<file path="config.mk">
export PLATFORM = sky130hd
export DESIGN_NAME = commit_fifo
export DESIGN_NICKNAME = d
export VERILOG_FILES = /design/src/rtl/commit_fifo.sv
export SDC_FILE = /design/constraint.sdc
export NUM_CORES = 1
export LEC_CHECK = 0
export CORE_MARGIN = 8
export CORE_UTILIZATION = 40
export DETAILED_ROUTE_END_ITERATION = 10
export DONT_BUFFER_PORTS = 1
export PLACE_DENSITY = 0.61
export SETUP_SLACK_MARGIN = 0.1
export SYNTH_ARGS = -nofsm -noshare
export SYNTH_HDL_FRONTEND = slang
export SYNTH_SLANG_ARGS = --single-unit
export TNS_END_PERCENT = 30
</file>
<file path="constraint.sdc">
create_clock -name clk -period 1.6 [get_ports clk]
set_clock_uncertainty 0.05 [all_clocks]
set_input_delay 0.32 -clock clk [delete_from_list [all_inputs] [get_ports clk]]
set_output_delay 0.32 -clock clk [all_outputs]
set_load 0.05 [all_outputs]
</file>
<file path="src/rtl/commit_fifo.sv">
// Retire-record FIFO. A push into a full FIFO succeeds when a pop happens in
// the same cycle; otherwise it is refused and the caller sees full. clear
// empties the FIFO and wins over push/pop.
module commit_fifo #(
    parameter int DEPTH = 4,
    parameter int WIDTH = 8
) (
    input  logic             clk,
    input  logic             rst_n,
    input  logic             clear,
    input  logic             push,
    input  logic             pop,
    input  logic [WIDTH-1:0] din,
    output logic [WIDTH-1:0] dout,
    output logic             full,
    output logic             empty
);
    localparam int AW = $clog2(DEPTH);

    logic [WIDTH-1:0] mem [DEPTH];
    logic [AW:0]      wr_ptr;
    logic [AW:0]      rd_ptr;
    logic             do_push;
    logic             do_pop;

    // Pointers carry one wrap bit so full and empty are distinguishable.
    assign empty   = (wr_ptr == rd_ptr);
    assign full    = (wr_ptr[AW] != rd_ptr[AW]) && (wr_ptr[AW-1:0] == rd_ptr[AW-1:0]);
    assign do_pop  = pop && !empty;
    assign do_push = push && (!full || do_pop);
    assign dout    = mem[rd_ptr[AW-1:0]];

    // Pointer update; clear has priority over any transfer.
    always_ff @(posedge clk or negedge rst_n) begin
        if (!rst_n) begin
            wr_ptr <= '0;
            rd_ptr <= '0;
        end else if (clear) begin
            wr_ptr <= '0;
            rd_ptr <= '0;
        end else begin
            if (do_push) wr_ptr <= wr_ptr + (AW+1)'(1);
            if (do_pop)  rd_ptr <= rd_ptr + (AW+1)'(1);
        end
    end

    // Storage write; contents are don't-care once the pointers are reset.
    always_ff @(posedge clk) begin
        if (do_push && !clear) mem[wr_ptr[AW-1:0]] <= din;
    end

endmodule

</file>
==> results.json <==
{
  "outcome": "finished, violations left",
  "violations": "setup timing",
  "grt_pass1_wl_mm": 4.850,
  "setup_viol": 46,
  "p_leak_nw": 0.7377,
  "clock_path_buffers": 2,
  "power_per_cell_area_nw_per_um2": 1233,
  "drt_iter0_drc": 23,
  "cp-start-kind": "register",
  "start_util_pct": 42.09,
  "maxCapViolations": 0,
  "grt_usage_pct": 10.21,
  "worstHoldPathType": "input pin to register",
  "htreeDepth": 2,
  "die_h_um": 81.35,
  "hold_viol_final": 0,
  "core_um2": 4058,
  "viasPerCell": 5.189,
  "area_growth_pct": 24.32,
  "slew_headroom_pct": 75.80,
  "worstPathArrival_ns": 1.51,
  "dpl_cell_area_um2": 1904,
  "nets": 136,
  "rsz0062_at_grt": "yes",
  "slew_viol_final": 0,
  "layout_min_cycle_time_ns": 1.884,
  "place_inst": 157,
  "clk_latency_ns": 0.29,
  "syn_area_um2": 1708,
  "final_cells": 169,
  "vias": 877,
  "synth_top_area_share_pct": 56.26,
  "die-area_um2": 6617,
  "drt-total-wl_mm": 3.105,
  "gp_congestion": 0.7447,
  "cp_max_fo": 5,
  "required_ns": 1.23,
  "grt_max_degree": 14,
  "n_antenna_cell": 0,
  "grt_overflow_total": 0,
  "place_hpwl_mm": 2.176,
  "tightest_slew_ns": 0.3618,
  "syn-instance-count": 97,
  "setup_tns_ns": -4.614,
  "layout_setup_ws_ns": -0.2844,
  "drive_above_1_share_pct": 42.02,
  "wl_per_cell_um": 18.37,
  "dieWidth_um": 81.35,
  "fin_area_um2": 2123,
  "syn_avg_cell_area_um2": 17.61,
  "synth_largest_area_cell": "edfxtp_1",
  "num_rows": 23,
  "fmax_ghz": 0.5307,
  "synth_seq_cells": 38,
  "grt_pass1_vias": 969,
  "yosys.cell_types.count": 29,
  "ios": 23,
  "cts_tree": "done",
  "cts_made_buffers": 5,
  "root_buffer": "clkbuf_8",
  "clock-sinks": 38,
  "drc": 0,
  "dp_slack_ns": -0.02558,
  "dr.pass1.iters": 4,
  "timing.final.crit_share_pct": 117.8,
  "crit_type": "register to output port",
  "synthTopCellsByArea": "edfxtp_1, mux4_2, dfrtp_1",
  "ys_warn_count": 0,
  "synth-seq-area-share_pct": 65.05,
  "fillers": 323,
  "clkTransAtPathRegs_ns": 0.08,
  "antenna_found_initial": 0,
  "portBuffers": 0,
  "end_kind": "output port",
  "irDropWorstVdd_uv": 399.9,
  "whs_ns": 0.06846,
  "antenna_left": 0,
  "synth_nets": 115
}
==> synth_stat cells <==
library cell  number
nor2_1             6
buf_6              1
o21ai_0            1
a41oi_2            1
mux2_4             1
xnor2_2            1
a41oi_1            2
xor2_2             1
ha_1               5
inv_1              5
edfxtp_1          32
clkbuf_1           1
nand3b_1           1
mux2i_1            2
mux4_2             8
a31oi_2            1
and2_1             4
or2b_1             1
xnor2_4            1
nor2b_1            3
nand2b_1           4
a31oi_1            1
mux2_2             2
nand4bb_1          1
nand2_1            2
dfrtp_1            6
buf_2              1
nand4_1            1
xnor2_1            1
==> through the flow <==
stage	power, mW	util [%]
2_1_floorplan	1.620	-
5_1_grt	2.728	52.33
3_3_place_gp	1.763	46.93
6_report	2.618	52.33
3_5_place_dp	1.768	46.93
4_1_cts	2.606	50.91
==> where the power goes <==
| part | leakage, nW | switching (mW) | total, mW | internal, mW |
|---|---|---|---|---|
| clock network | 0.0528 | 0.324 | 0.784 | 0.460 |
| logic | 0.316 | 0.407 | 0.700 | 0.293 |
| registers | 0.369 | 0.0227 | 1.13 | 1.11 |
| total | 0.738 | 0.754 | 2.62 | 1.86 |
==> worst max-delay path: stages, from the launching register on <==
cell     delay [ns]
dfrtp_1        0.37
buf_4          0.17
mux4_2         0.68
==> layer usage <==
layer	global-route usage [%]	up-vias	routed length, µm
li1	-	413	-
met1	10.51	437	1213
met2	17.42	20	1634
met3	3.753	7	178
met4	6.071	0	78
met5	0	-	0
==> area by class of cell <==
cell class / count / area (µm²) / share of cell area, %
flip-flops and latches: 38 / 1114 / 52.45
multi-input cells: 51 / 655.6 / 30.88
repair buffers: 17 / 166.4 / 7.837
clock buffers: 6 / 72.57 / 3.418
well taps: 50 / 62.56 / 2.946
clock inverters: 2 / 33.78 / 1.591
inverters: 5 / 18.77 / 0.8839
==> flip-flops by register name, indices dropped and copies added, names as in the netlist <==
register,flops
rd_ptr,3
mem,32
wr_ptr,3
==> cell families after synthesis <==
group,count (synthesis),synth area share [%]
flops,38,65.05
compound gates,6,3.370
buf+inv,8,2.271
mux,13,13.92
fa+ha+maj,5,3.663
xor+xnor,4,4.030
simple gates,23,7.693
==> placed cells by master, fill, tap and decap left out <==
cell type,Yosys,layout
edfxtp_1,32,32
buf_4,0,11
mux4_2,8,8
inv_1,5,5
ha_1,5,5
clkbuf_8,0,5
nand2b_1,4,4
and2_4,0,4
nor2_1,6,4
dfrtp_1,6,4
nor2b_1,3,3
buf_6,1,3
xnor2_4,1,2
nor2_4,0,2
a41oi_4,0,2
mux2i_1,2,2
mux2_2,2,2
buf_12,0,2
dfrtp_2,0,2
xnor2_2,1,1
nand2_4,0,1
xor2_2,1,1
or2b_1,1,1
mux2_4,1,1
a31oi_4,0,1
nand2_1,2,1
a41oi_2,1,1
nand4bb_1,1,1
a31oi_1,1,1
nand4_1,1,1
o21ai_0,1,1
nand3b_1,1,1
clkbuf_1,1,1
bufinv_16,0,1
clkinv_1,0,1
dlygate4sd3_1,0,1
==> final timing paths <==
path / startpoint / end / slack [ns] / cells after the start
setup / recovery: rd_ptr[0]$_DFFE_PN0P_ / dout[6] / -0.28 / 2
hold / removal: din[6] / mem[2][6]$_DFFE_PP_ / 0.07 / 0
setup reg to reg: rd_ptr[0]$_DFFE_PN0P_ / wr_ptr[0]$_DFFE_PN0P_ / -0.08 / 6
hold reg to reg: wr_ptr[2]$_DFFE_PN0P_ / wr_ptr[2]$_DFFE_PN0P_ / 0.66 / 2
max in group asynchronous: rst_n / rd_ptr[2]$_DFFE_PN0P_ / 0.89 / 1
min in group asynchronous: rst_n / rd_ptr[0]$_DFFE_PN0P_ / 0.32 / 1
==> repair_timing <==
| action | 4_1_cts | 5_1_grt |
|---|---|---|
| resized for setup | 7 | 8 |
| buffers inserted | 1 | 2 |
| setup endpoints to repair | 46 | 48 |
| pin swaps | 4 | 3 |
| hold endpoints to repair | 6 | 0 |
| cloned | 0 | 0 |
| hold buffers | 1 | 0 |
Note: power is estimated with default switching activity, not from simulation.
